$ cat config.mk
export PLATFORM = sky130hd
export DESIGN_NAME = hack_control_unit
export DESIGN_NICKNAME = d
export VERILOG_FILES = /design/src/rtl/hack_control_unit_pkg.sv /design/src/rtl/hack_jump_eval.sv /design/src/rtl/hack_control_unit.sv
export SDC_FILE = /design/constraint.sdc
export NUM_CORES = 1
export LEC_CHECK = 0
export CORE_UTILIZATION = 52
export CTS_BUF_LIST = sky130_fd_sc_hd__clkbuf_4
export DETAILED_ROUTE_END_ITERATION = 16
export GPL_ROUTABILITY_DRIVEN = 0
export GPL_TIMING_DRIVEN = 0
export PLACE_DENSITY = 0.88
export SYNTH_ARGS = -nofsm -noshare
export SYNTH_HDL_FRONTEND = slang
export SYNTH_HIERARCHICAL = 1
export SYNTH_SLANG_ARGS = --single-unit
$ cat constraint.sdc
create_clock -name clk -period 3.5 [get_ports clk]
set_clock_uncertainty 0.05 [all_clocks]
set_input_delay 0.7 -clock clk [delete_from_list [all_inputs] [get_ports clk]]
set_output_delay 0.7 -clock clk [all_outputs]
set_load 0.005 [all_outputs]
$ cat src/rtl/hack_control_unit_pkg.sv
// Shared definitions for the Hack CPU controller: FSM states, instruction
// field positions and the ALU "constant 0" control pattern.
package hack_control_unit_pkg;

    typedef enum logic [1:0] {
        ST_FETCH,
        ST_EXEC,
        ST_MEMWAIT
    } state_e;

    // Instruction field positions
    localparam int unsigned IR_CI      = 15; // 1 = C-instruction
    localparam int unsigned IR_AM      = 12; // ALU Y operand: 0=A, 1=M
    localparam int unsigned IR_COMP_HI = 11; // zx..no = IR[11:6]
    localparam int unsigned IR_COMP_LO = 6;
    localparam int unsigned IR_D1      = 5;  // dest A
    localparam int unsigned IR_D2      = 4;  // dest D
    localparam int unsigned IR_D3      = 3;  // dest M
    localparam int unsigned IR_JUMP_HI = 2;  // j1 j2 j3 = IR[2:0]
    localparam int unsigned IR_JUMP_LO = 0;

    // ALU controls that produce the constant 0
    localparam logic [5:0] COMP_ZERO = 6'b101010;

endpackage

$ cat src/rtl/hack_jump_eval.sv
// Combinational jump-condition evaluator.
//   j[2:0]  in   jump field {j1,j2,j3}: jump on <0, ==0, >0
//   zr, ng  in   ALU flags (out==0, out<0)
//   jump    out  1 when the selected condition holds
module hack_jump_eval (
    input  logic [2:0] j,
    input  logic       zr,
    input  logic       ng,
    output logic       jump
);

    always_comb begin
        jump = (j[2] & ng) | (j[1] & zr) | (j[0] & ~ng & ~zr);
    end

endmodule

$ cat src/rtl/hack_control_unit.sv
// Multi-cycle Hack CPU controller. Accepts one instruction per valid/ready
// handshake, decodes it and issues one-cycle commit strobes to the A/D
// registers, data memory and PC. With MEM_HANDSHAKE=1 a memory write is held
// until mem_ack or aborted after MEM_TIMEOUT wait cycles.
//   clk, rst_n                 clock, async active-low reset
//   instr, instr_valid         instruction input / valid
//   instr_ready                high in FETCH
//   zr, ng                     ALU flags
//   zx,nx,zy,ny,f,no           ALU controls (from registered IR)
//   a_sel, a_src               ALU Y source (A/M), A-register input (IR/ALU)
//   load_a, load_d, write_m,
//   pc_load, pc_inc            commit strobes
//   mem_ack                    memory write accepted
//   mem_err                    one-cycle pulse on ack timeout
//   retired                    committed-instruction counter (wraps)
module hack_control_unit
    import hack_control_unit_pkg::*;
#(
    parameter bit          MEM_HANDSHAKE = 1'b1,
    parameter int unsigned MEM_TIMEOUT   = 8
) (
    input  logic        clk,
    input  logic        rst_n,
    input  logic [15:0] instr,
    input  logic        instr_valid,
    output logic        instr_ready,
    input  logic        zr,
    input  logic        ng,
    output logic        zx,
    output logic        nx,
    output logic        zy,
    output logic        ny,
    output logic        f,
    output logic        no,
    output logic        a_sel,
    output logic        a_src,
    output logic        load_a,
    output logic        load_d,
    output logic        write_m,
    output logic        pc_load,
    output logic        pc_inc,
    input  logic        mem_ack,
    output logic        mem_err,
    output logic [15:0] retired
);

    localparam int unsigned TMO_W = (MEM_TIMEOUT > 1) ? $clog2(MEM_TIMEOUT) : 1;
    localparam logic [TMO_W-1:0] TMO_LAST = TMO_W'(MEM_TIMEOUT - 1);

    state_e            state_q, state_d;
    logic [15:0]       ir_q, ir_d;
    logic [TMO_W-1:0]  tmo_q, tmo_d;
    logic [15:0]       retired_q, retired_d;
    logic              mem_err_q, mem_err_d;

    logic              is_c;
    logic              jump;
    logic              commit;
    logic              unused_ir;

    assign is_c      = ir_q[IR_CI];
    assign unused_ir = ^ir_q[14:13];

    hack_jump_eval u_jump (
        .j    (ir_q[IR_JUMP_HI:IR_JUMP_LO]),
        .zr   (zr),
        .ng   (ng),
        .jump (jump)
    );

    // ALU controls depend only on the registered IR
    assign {zx, nx, zy, ny, f, no} = is_c ? ir_q[IR_COMP_HI:IR_COMP_LO] : COMP_ZERO;
    assign a_sel   = ir_q[IR_AM];
    assign a_src   = is_c;
    assign mem_err = mem_err_q;
    assign retired = retired_q;

    always_comb begin
        state_d     = state_q;
        ir_d        = ir_q;
        tmo_d       = tmo_q;
        retired_d   = retired_q;
        mem_err_d   = 1'b0;
        instr_ready = 1'b0;
        commit      = 1'b0;
        load_a      = 1'b0;
        load_d      = 1'b0;
        write_m     = 1'b0;
        pc_load     = 1'b0;
        pc_inc      = 1'b0;

        unique case (state_q)
            ST_FETCH: begin
                instr_ready = 1'b1;
                if (instr_valid) begin
                    ir_d    = instr;
                    state_d = ST_EXEC;
                end
            end
            ST_EXEC: begin
                // Handshaked write: EXEC stays silent, MEMWAIT carries the write
                if (MEM_HANDSHAKE && is_c && ir_q[IR_D3]) begin
                    tmo_d   = '0;
                    state_d = ST_MEMWAIT;
                end else begin
                    commit  = 1'b1;
                    state_d = ST_FETCH;
                end
            end
            ST_MEMWAIT: begin
                write_m = 1'b1;
                if (mem_ack) begin
                    commit  = 1'b1;
                    state_d = ST_FETCH;
                end else if (tmo_q == TMO_LAST) begin
                    // Abort: error shows in the following (FETCH) cycle
                    mem_err_d = 1'b1;
                    state_d   = ST_FETCH;
                end else begin
                    tmo_d = tmo_q + 1'b1;
                end
            end
            default: state_d = ST_FETCH;
        endcase

        if (commit) begin
            retired_d = retired_q + 16'd1;
            if (is_c) begin
                load_a  = ir_q[IR_D1];
                load_d  = ir_q[IR_D2];
                write_m = write_m | ir_q[IR_D3];
                pc_load = jump;
                pc_inc  = ~jump;
            end else begin
                load_a = 1'b1;
                pc_inc = 1'b1;
            end
        end
    end

    always_ff @(posedge clk or negedge rst_n) begin
        if (!rst_n) begin
            state_q   <= ST_FETCH;
            ir_q      <= '0;
            tmo_q     <= '0;
            retired_q <= '0;
            mem_err_q <= 1'b0;
        end else begin
            state_q   <= state_d;
            ir_q      <= ir_d;
            tmo_q     <= tmo_d;
            retired_q <= retired_d;
            mem_err_q <= mem_err_d;
        end
    end

endmodule

==> flow_summary.yaml <==
status:
  status: "completed"
clock_tree:
  cts_resized: 0
  clkSinkCount: 36
  path_clk_slew_ns: 0.10
  clockBufferDepth: 2
  postCtsHoldBufs: 0
  postCtsSetupBuffers: 0
  cts_tree: "done"
  cts_buffers: 5
  clock_tree.root_cell: "clkbuf_4"
  clk_latency_ns: 0.33
  ctsHtreeMaxLevel: 2
cells_and_area:
  diodes: 0
  seq_area_sq_um: 901
  fill_cells: 222
  multi_input_area_sq_um: 788
  final_common_cell: "clkdlybuf4s50_1"
  final_cells: 248
  fin_area_sq_mm: 0.00234
  fin_nets: 233
  area_growth_pct: 34.6
  final_cell_mix: "clkdlybuf4s50_1, dfrtp_1, mux2_2"
  drive_above_1_share: 0.157
sta:
  final_max_slew_viol_count: 0
  rsz0062_at_grt: "no"
  worst_slack_ns: 0.378
  tightest_slew_ns: 0.771
  setup_viol: 0
  setup_tns_ns: 0
  holdWs_ns: 0.374
  fmax_mhz: 320
  final_hold_viol_count: 0
  layout_min_cycle_time_ns: 3.12
  finalCritPeriodShare: 0.892
  relSlewSlack: 0.486
job:
  cap_violations: 0
critical_path:
  slowest_stage: "clkdlybuf4s50_1"
  path_delay_family: "buffers and inverters"
  cp_max_fo: 6
  worstSetupEndpointType: "output pin"
  crit_path_start_kind: "input port"
  crit_arrival_ns: 2.37
  worst_path_most_repeated_cell: "nand2_1"
  path_class: "in2out"
  worstPathRequired_ns: 2.75
  max_stage_delay_ns: 0.52
  path_cells: "clkdlybuf4s50_1 > nand2_1 > nand2_1 > nand2_1 > a21oi_1 > clkdlybuf4s50_1"
  path_buf_inv: 2
place:
  place_ws_ns: 0.377
  placed_cells: 241
  hpwl_um: 2520
  placed_area_sq_mm: 0.00229
  port_buffers: 50
floorplanning:
  die-area_sq_mm: 0.00357
  num_rows: 20
  dieHeight_um: 59.8
  die_w_um: 59.8
  fp.coreArea_sq_mm: 0.00310
  initial_core_util: 0.559
  io_pins: 53
synthesis:
  synth_flop_cell: "dfrtp_1"
  syn_area_per_cell_sq_um: 11.8
  synth_seq_area_share: 0.519
  ys_warn_count: 6
  syn-instance-count: 147
  synthDistinctLibCells: 32
  syn-num-nets: 176
  ys_seq_elements: 36
  synthesis.area_sq_mm: 0.00174
  synthArstFlopShare: 1.00
  synth-edff-count: 0
power:
  powerDensity_mw_per_mm2: 679
  leakage_nw: 1.01
  ir_worst_vdd_uv: 465
grt:
  grt_overflow: 0
  antenna_found_initial: 0
  globalRouteTotalUtil: 0.212
  grt_pass1_vias: 1263
  grt_max_degree: 37
  grt_pass1_wl_um: 5470
drt:
  first_iter_violations: 26
  drc_errors: 0
  vias: 1263
  wirelength_um: 3350
  post_drt_wl_per_cell_um: 13.5
  viasPerCell: 5.09
  ant_nets: 0
  first_pass_iters: 4
worst_hold_path:
  min_path_type: "in2async"
[worst reg2reg max path, stage by stage, from the launching register on]
cell      delay (ns)
dfrtp_1         0.39
inv_1           0.08
ha_1            0.22
a21bo_1         0.22
nand2_1         0.13
a211oi_4        0.33
mux2_2          0.38
[cell usage after synthesis, drive strengths merged (2+ instances only)]
master | instances | area share
nand2 | 12 | 0.026
nor3b | 2 | 0.0086
nand3 | 4 | 0.012
a21oi | 3 | 0.0086
and2 | 4 | 0.014
inv | 10 | 0.022
nor2 | 9 | 0.019
mux2 | 16 | 0.10
dfrtp | 36 | 0.52
nand4 | 3 | 0.014
nor3 | 6 | 0.023
ha | 7 | 0.050
mux2i | 2 | 0.012
o21ai | 2 | 0.0058
nand2b | 3 | 0.011
xnor2 | 6 | 0.030
xor2 | 9 | 0.045
[stage by stage]
step / utilization / power (mW)
final: 0.753 / 1.59
after global routing: 0.753 / 1.69
after CTS: 0.753 / 1.61
after detailed placement: 0.737 / 1.39
after global placement: 0.738 / 1.35
after floorplan: - / 1.06
[layout make-up]
type                    instances  share of cell area
flip-flops and latches         36               0.386
multi-input cells              99               0.337
repair buffers                 50               0.212
well taps                      44              0.0236
clock buffers                   6              0.0193
inverters                      10              0.0161
plain buffers                   2             0.00375
clock inverters                 1             0.00214
[logic make-up (layout without fill, tap and decap cells)]
kind of cell             after synthesis  after routing  share of synthesized area
buffers and inverters                 12             69                     0.0267
XOR/XNOR                              15             15                     0.0757
AND/OR/NAND/NOR                       47             47                      0.146
AO/OA/AOI/OAI                         12             12                     0.0671
multiplexers                          18             18                      0.115
flip-flops                            36             36                      0.519
adder cells (fa/ha/maj)                7              7                     0.0505
[flip-flops by register name, summed over array words and instances, names as in the netlist]
| register | cells |
|---|---|
| mem_err | 1 |
| ir_q | 14 |
| state_q | 2 |
| retired | 16 |
| tmo_q | 3 |
[per-layer routing]
layer / wire [um] / up-vias / track usage / share of wire
met5: 0 / - / 0 / 0
met4: 64 / 0 / 0.0997 / 0.019
li1: - / 611 / - / -
met3: 233 / 7 / 0.0606 / 0.069
met1: 1430 / 599 / 0.247 / 0.43
met2: 1630 / 46 / 0.359 / 0.48
[worst paths after layout]
kind                             startpoint     endpoint  slack (ns)  cells after the start
worst max-delay path                mem_ack       pc_inc        0.38                      6
worst min-delay path                  rst_n     tmo_q[2]        0.37                      1
worst max register to register   state_q[1]     tmo_q[0]        1.60                      6
worst min register to register  retired[15]  retired[15]        0.42                      1
max in group asynchronous             rst_n      ir_q[0]        2.53                      1
min in group clk                retired[15]  retired[15]        0.42                      1
[where the power goes]
part	switching (mW)	leakage (nW)	internal, mW
combinational	0.297	0.548	0.428
sequential	0.106	0.431	0.547
clock	0.129	0.0315	0.0817
(Power assumes the default switching activity.)
